### config.mk
export PLATFORM = sky130hd
export DESIGN_NAME = max_registers
export DESIGN_NICKNAME = d
export VERILOG_FILES = /design/src/rtl/max_registers.sv
export SDC_FILE = /design/constraint.sdc
export NUM_CORES = 1
export LEC_CHECK = 0
export CORE_MARGIN = 1
export CORE_UTILIZATION = 49
export CTS_BUF_LIST = sky130_fd_sc_hd__clkbuf_2 sky130_fd_sc_hd__clkbuf_4 sky130_fd_sc_hd__clkbuf_8
export DETAILED_ROUTE_END_ITERATION = 16
export GPL_TIMING_DRIVEN = 0
export HOLD_SLACK_MARGIN = 0.06
export PLACE_DENSITY = 0.91
export SKIP_LAST_GASP = 1
export SLEW_MARGIN = 10
export SYNTH_ARGS = -nofsm -noshare
export SYNTH_HDL_FRONTEND = slang
export SYNTH_SLANG_ARGS = --single-unit
### constraint.sdc
create_clock -name clk -period 30.1 [get_ports clk]
set_input_delay 6.02 -clock clk [delete_from_list [all_inputs] [get_ports clk]]
set_output_delay 6.02 -clock clk [all_outputs]
set_load 0.02 [all_outputs]
### src/rtl/max_registers.sv
// max_registers: running-maximum tracker for the local-alignment score matrix.
// Each enabled cycle, a wavefront of COMPARE_UNITS_LVL_1 x NUM_VALS_LVL_1
// candidate scores (with row/col coordinates) is reduced to a single winner.
// The winner replaces the held best-so-far only if it is strictly larger.
// Ties resolve to the earliest candidate in flat order (u*N+v).
// Ties with the held value keep the held entry.
module max_registers #(
  parameter int unsigned COMPARE_UNITS_LVL_1 = 4,
  parameter int unsigned NUM_VALS_LVL_1      = 4,
  parameter int unsigned SCORE_WIDTH         = 8,
  parameter int unsigned ROW_BITS_WIDTH      = 5,
  parameter int unsigned COL_BITS_WIDTH      = 5
) (
  input  logic                                                         clk,
  input  logic                                                         rst_n,
  input  logic                                                         wr_en_max,
  input  logic [COMPARE_UNITS_LVL_1-1:0][NUM_VALS_LVL_1-1:0][SCORE_WIDTH-1:0]    score_in,
  input  logic [COMPARE_UNITS_LVL_1-1:0][NUM_VALS_LVL_1-1:0][ROW_BITS_WIDTH-1:0] row_in,
  input  logic [COMPARE_UNITS_LVL_1-1:0][NUM_VALS_LVL_1-1:0][COL_BITS_WIDTH-1:0] col_in,
  output logic [SCORE_WIDTH-1:0]                                       max_score,
  output logic [ROW_BITS_WIDTH-1:0]                                    max_row,
  output logic [COL_BITS_WIDTH-1:0]                                    max_col
);

  // Per-group winners from the first compare level
  logic [SCORE_WIDTH-1:0]    w_grp_score [COMPARE_UNITS_LVL_1];
  logic [ROW_BITS_WIDTH-1:0] w_grp_row   [COMPARE_UNITS_LVL_1];
  logic [COL_BITS_WIDTH-1:0] w_grp_col   [COMPARE_UNITS_LVL_1];

  // Overall winner from the second compare level
  logic [SCORE_WIDTH-1:0]    w_best_score;
  logic [ROW_BITS_WIDTH-1:0] w_best_row;
  logic [COL_BITS_WIDTH-1:0] w_best_col;

  // Held best-so-far
  logic [SCORE_WIDTH-1:0]    r_max_score;
  logic [ROW_BITS_WIDTH-1:0] r_max_row;
  logic [COL_BITS_WIDTH-1:0] r_max_col;

  // Level 1: max within each group; strict compare keeps the lowest value index on ties
  always_comb begin
    for (int unsigned u = 0; u < COMPARE_UNITS_LVL_1; u++) begin
      w_grp_score[u] = score_in[u][0];
      w_grp_row[u]   = row_in[u][0];
      w_grp_col[u]   = col_in[u][0];
      for (int unsigned v = 1; v < NUM_VALS_LVL_1; v++) begin
        if (score_in[u][v] > w_grp_score[u]) begin
          w_grp_score[u] = score_in[u][v];
          w_grp_row[u]   = row_in[u][v];
          w_grp_col[u]   = col_in[u][v];
        end
      end
    end
  end

  // Level 2: max across group winners; strict compare keeps the lowest group index on ties
  always_comb begin
    w_best_score = w_grp_score[0];
    w_best_row   = w_grp_row[0];
    w_best_col   = w_grp_col[0];
    for (int unsigned u = 1; u < COMPARE_UNITS_LVL_1; u++) begin
      if (w_grp_score[u] > w_best_score) begin
        w_best_score = w_grp_score[u];
        w_best_row   = w_grp_row[u];
        w_best_col   = w_grp_col[u];
      end
    end
  end

  // Best-so-far register: reset wins, then merge only on a strictly larger winner
  always_ff @(posedge clk) begin
    if (rst_n) begin
      r_max_score <= '0;
      r_max_row   <= '0;
      r_max_col   <= '0;
    end else if (wr_en_max && (w_best_score > r_max_score)) begin
      r_max_score <= w_best_score;
      r_max_row   <= w_best_row;
      r_max_col   <= w_best_col;
    end
  end

  assign max_score = r_max_score;
  assign max_row   = r_max_row;
  assign max_col   = r_max_col;

endmodule

==> flow_metrics.tcl <==
set metrics [dict create \
    outcome "completed" \
    start_util_pct 51.09 \
    hold_path_class "reg -> reg" \
    die_w_um 123.2 \
    cts_made_buffers 3 \
    fmaxAchievable_ghz 0.04845 \
    cp_num_buf_inv 9 \
    row_count 43 \
    tns_ns 0 \
    crit_fanout 10 \
    htreeDepth 1 \
    setup_violations 0 \
    crit_path_max_incr_delay_ns 0.54 \
    tritoncts "built" \
    antenna_found_initial 3 \
    gp_congestion 0.9321 \
    clk_latency_ns 0.25 \
    vdd_drop_max_uv 72.46 \
    dp_hpwl_um 22630 \
    yosysUniqueCellTypes 75 \
    fin_nets 1700 \
    synth_edf_count 0 \
    synthCells 980 \
    cts.sinks 18 \
    grt_max_degree 11 \
    synthArstFlopShare_pct 0 \
    worstSetupStartpointType "primary input" \
    pre_cts_slack_ns 9.566 \
    port_buffers 307 \
    worst_pin_slew_ns 0.9597 \
    ys_ff_latch 18 \
    dieArea_um2 15190 \
    yosysSeqAreaShare_pct 5.003 \
    cp_slowest_cell "clkdlybuf4s50_1" \
    area_growth_pct 46.73 \
    critPathArrivalTime_ns 20.81 \
    hold_viol 0 \
    cts_root_buf "clkbuf_8" \
    grt_pass1_wl_um 39970 \
    crit_family "compound AO/OA/AOI/OAI gates" \
    drt-pass1-iter-count 7 \
    layout-drive-gt1-share_pct 3.873 \
    syn_avg_cell_area_um2 7.349 \
    via_count 8713 \
    post_cts_buffers 0 \
    yosysWarnings 0 \
    wl_um 25840 \
    end_kind "flip-flop" \
    skew_ns 0.002581 \
    post_drt_wl_per_cell_um 17.50 \
    fillerInstances 1087 \
    min_period_ns 20.64 \
    synthFlopType "dfxtp_1" \
    cts_resized 0 \
    drv_slew 0 \
    grt_util_all_layers_pct 33.21 \
    grt_overflow 0 \
    post-route-period-util_pct 68.57 \
    finalWorstSetupSlack_ns 9.461 \
    cts_hold_buf 0 \
    clock_path_buffers 2 \
    syn-num-nets 1388 \
    cap_violations 0 \
    first_global_vias 8626 \
    detail_route.iter0.violations 432 \
    drc_errors 0 \
    core-area_um2 14100 \
    required_ns 30.27 \
    routed_via_density 5.903 \
    antenna_left 0 \
    slew_headroom_pct 36.02 \
    power_density_nw_per_um2 81.96 \
    io_pins 309 \
    critPathKind "in -> reg" \
    rsz0062_at_grt "no" \
    path_clk_slew_ns 0.08 \
    fp.dieH_um 123.2 \
    netlist_area_um2 7202 \
    p_leak_nw 4.921 \
]
## cells in the final DEF (no fill, tap or decap), drive strengths merged, types with 4 or more instances in the layout
| master | count |
|---|---|
| a22oi | 10 |
| dfxtp | 18 |
| o21a | 12 |
| o31a | 11 |
| clkbuf | 33 |
| nand2 | 74 |
| mux2 | 7 |
| nor2 | 81 |
| xnor2 | 4 |
| o31ai | 15 |
| o21ai | 75 |
| and2 | 8 |
| buf | 13 |
| nor2b | 16 |
| o2111ai | 4 |
| o211ai | 5 |
| mux2i | 137 |
| or2 | 11 |
| ha | 117 |
| a21oi | 92 |
| and3 | 9 |
| o311ai | 11 |
| a21o | 17 |
| a211oi | 8 |
| inv | 87 |
| nor3 | 11 |
| nand2b | 11 |
| diode | 5 |
| nand3 | 23 |
| nand4 | 19 |
| clkdlybuf4s50 | 307 |
| a211o | 4 |
## synth_stat cells, types with 11 or more instances
cell type	count	share of area, %
mux2i_1	137	19
o31a_1	11	1.3
o21a_1	11	1.1
nand2b_1	11	0.96
nand3_1	23	1.6
nand4_1	18	1.6
inv_1	87	4.5
nor2b_1	16	1.4
a21oi_1	92	6.4
o21ai_0	71	4.9
ha_1	117	20
a21o_1	17	1.8
nor3_1	11	0.76
dfxtp_1	18	5.0
nand2_1	74	3.9
nor2_1	77	4.0
o31ai_1	15	1.6
clkbuf_1	29	1.5
## metrics by stage
stage          cells  cell area (µm²)  util, %  power (mW)  hold WS (ns)
3_3_place_gp    1467            10500    74.49      0.7969        0.4594
4_1_cts         1471            10560    74.88      0.8520        0.4893
5_1_grt         1473            10560    74.92      0.9571        0.5319
3_5_place_dp    1467            10500    74.49      0.8234        0.4730
6_report        1476            10570    74.97      0.8661        0.4941
2_1_floorplan    980             7202        -      0.6174        0.5922
## cell families (layout without fill, tap and decap cells)
logic type	count (synthesis)	after routing	synth area share, %
flip-flops	18	18	5.004
XOR/XNOR	5	5	0.6080
AND/OR/NAND/NOR	273	273	18.71
other	0	5	0
buffers and inverters	129	440	7.019
multiplexers	144	144	20.19
adder cells (fa/ha/maj)	119	119	20.60
AO/OA/AOI/OAI	292	292	27.87
## final cells by class
type                            count  area (µm²)  share of cell area (%)
Antenna cell                        5       12.51                  0.1184
Buffer                             42       178.9                   1.693
Clock buffer                        4       55.05                  0.5210
Inverter                           87       326.6                   3.090
Multi-Input combinational cell    833        6336                   59.96
Sequential cell                    18       360.3                   3.410
Tap cell                          180       225.2                   2.131
Timing Repair Buffer              307        3073                   29.08
## power breakdown
part           switching, mW  internal [mW]
logic                  0.467          0.342
registers            0.00369         0.0328
clock network        0.00899         0.0116
## registers in the layout, summed over array words and instances (netlist names)
signal and cells:
max_col 5, max_row 5, max_score 8
## worst register-to-register path: stages, from the launching register on
cell,delay (ns)
dfxtp_1,0.39
inv_1,0.06
ha_1,0.31
nor2b_1,0.14
o21ai_0,0.14
nand2b_1,0.07
a21oi_1,0.15
nor2_1,0.06
a211oi_1,0.33
nor2_1,0.08
nor2_1,0.54
clkbuf_1,0.45
a22oi_1,0.17
o31ai_1,0.10
## path summary, 6_finish.rpt
kind / startpoint / slack (ns) / to / cells past startpoint
setup / recovery: score_in[2] / 9.46 / max_score[5] / 71
hold / removal: max_col[4] / 0.49 / max_col[4] / 2
setup reg to reg: max_score[1] / 27.03 / max_score[5] / 13
hold reg to reg: max_col[4] / 0.49 / max_col[4] / 2
## layer usage
layer | wire length [µm] | GRT usage (%) | up-vias
met3 | 1669 | 5.120 | 85
li1 | - | - | 4249
met2 | 12840 | 60.13 | 389
met5 | 0 | 0 | -
met4 | 1144 | 14.61 | 0
met1 | 10180 | 38.26 | 3990
No activity file was read; power rests on OpenSTA's default activity.
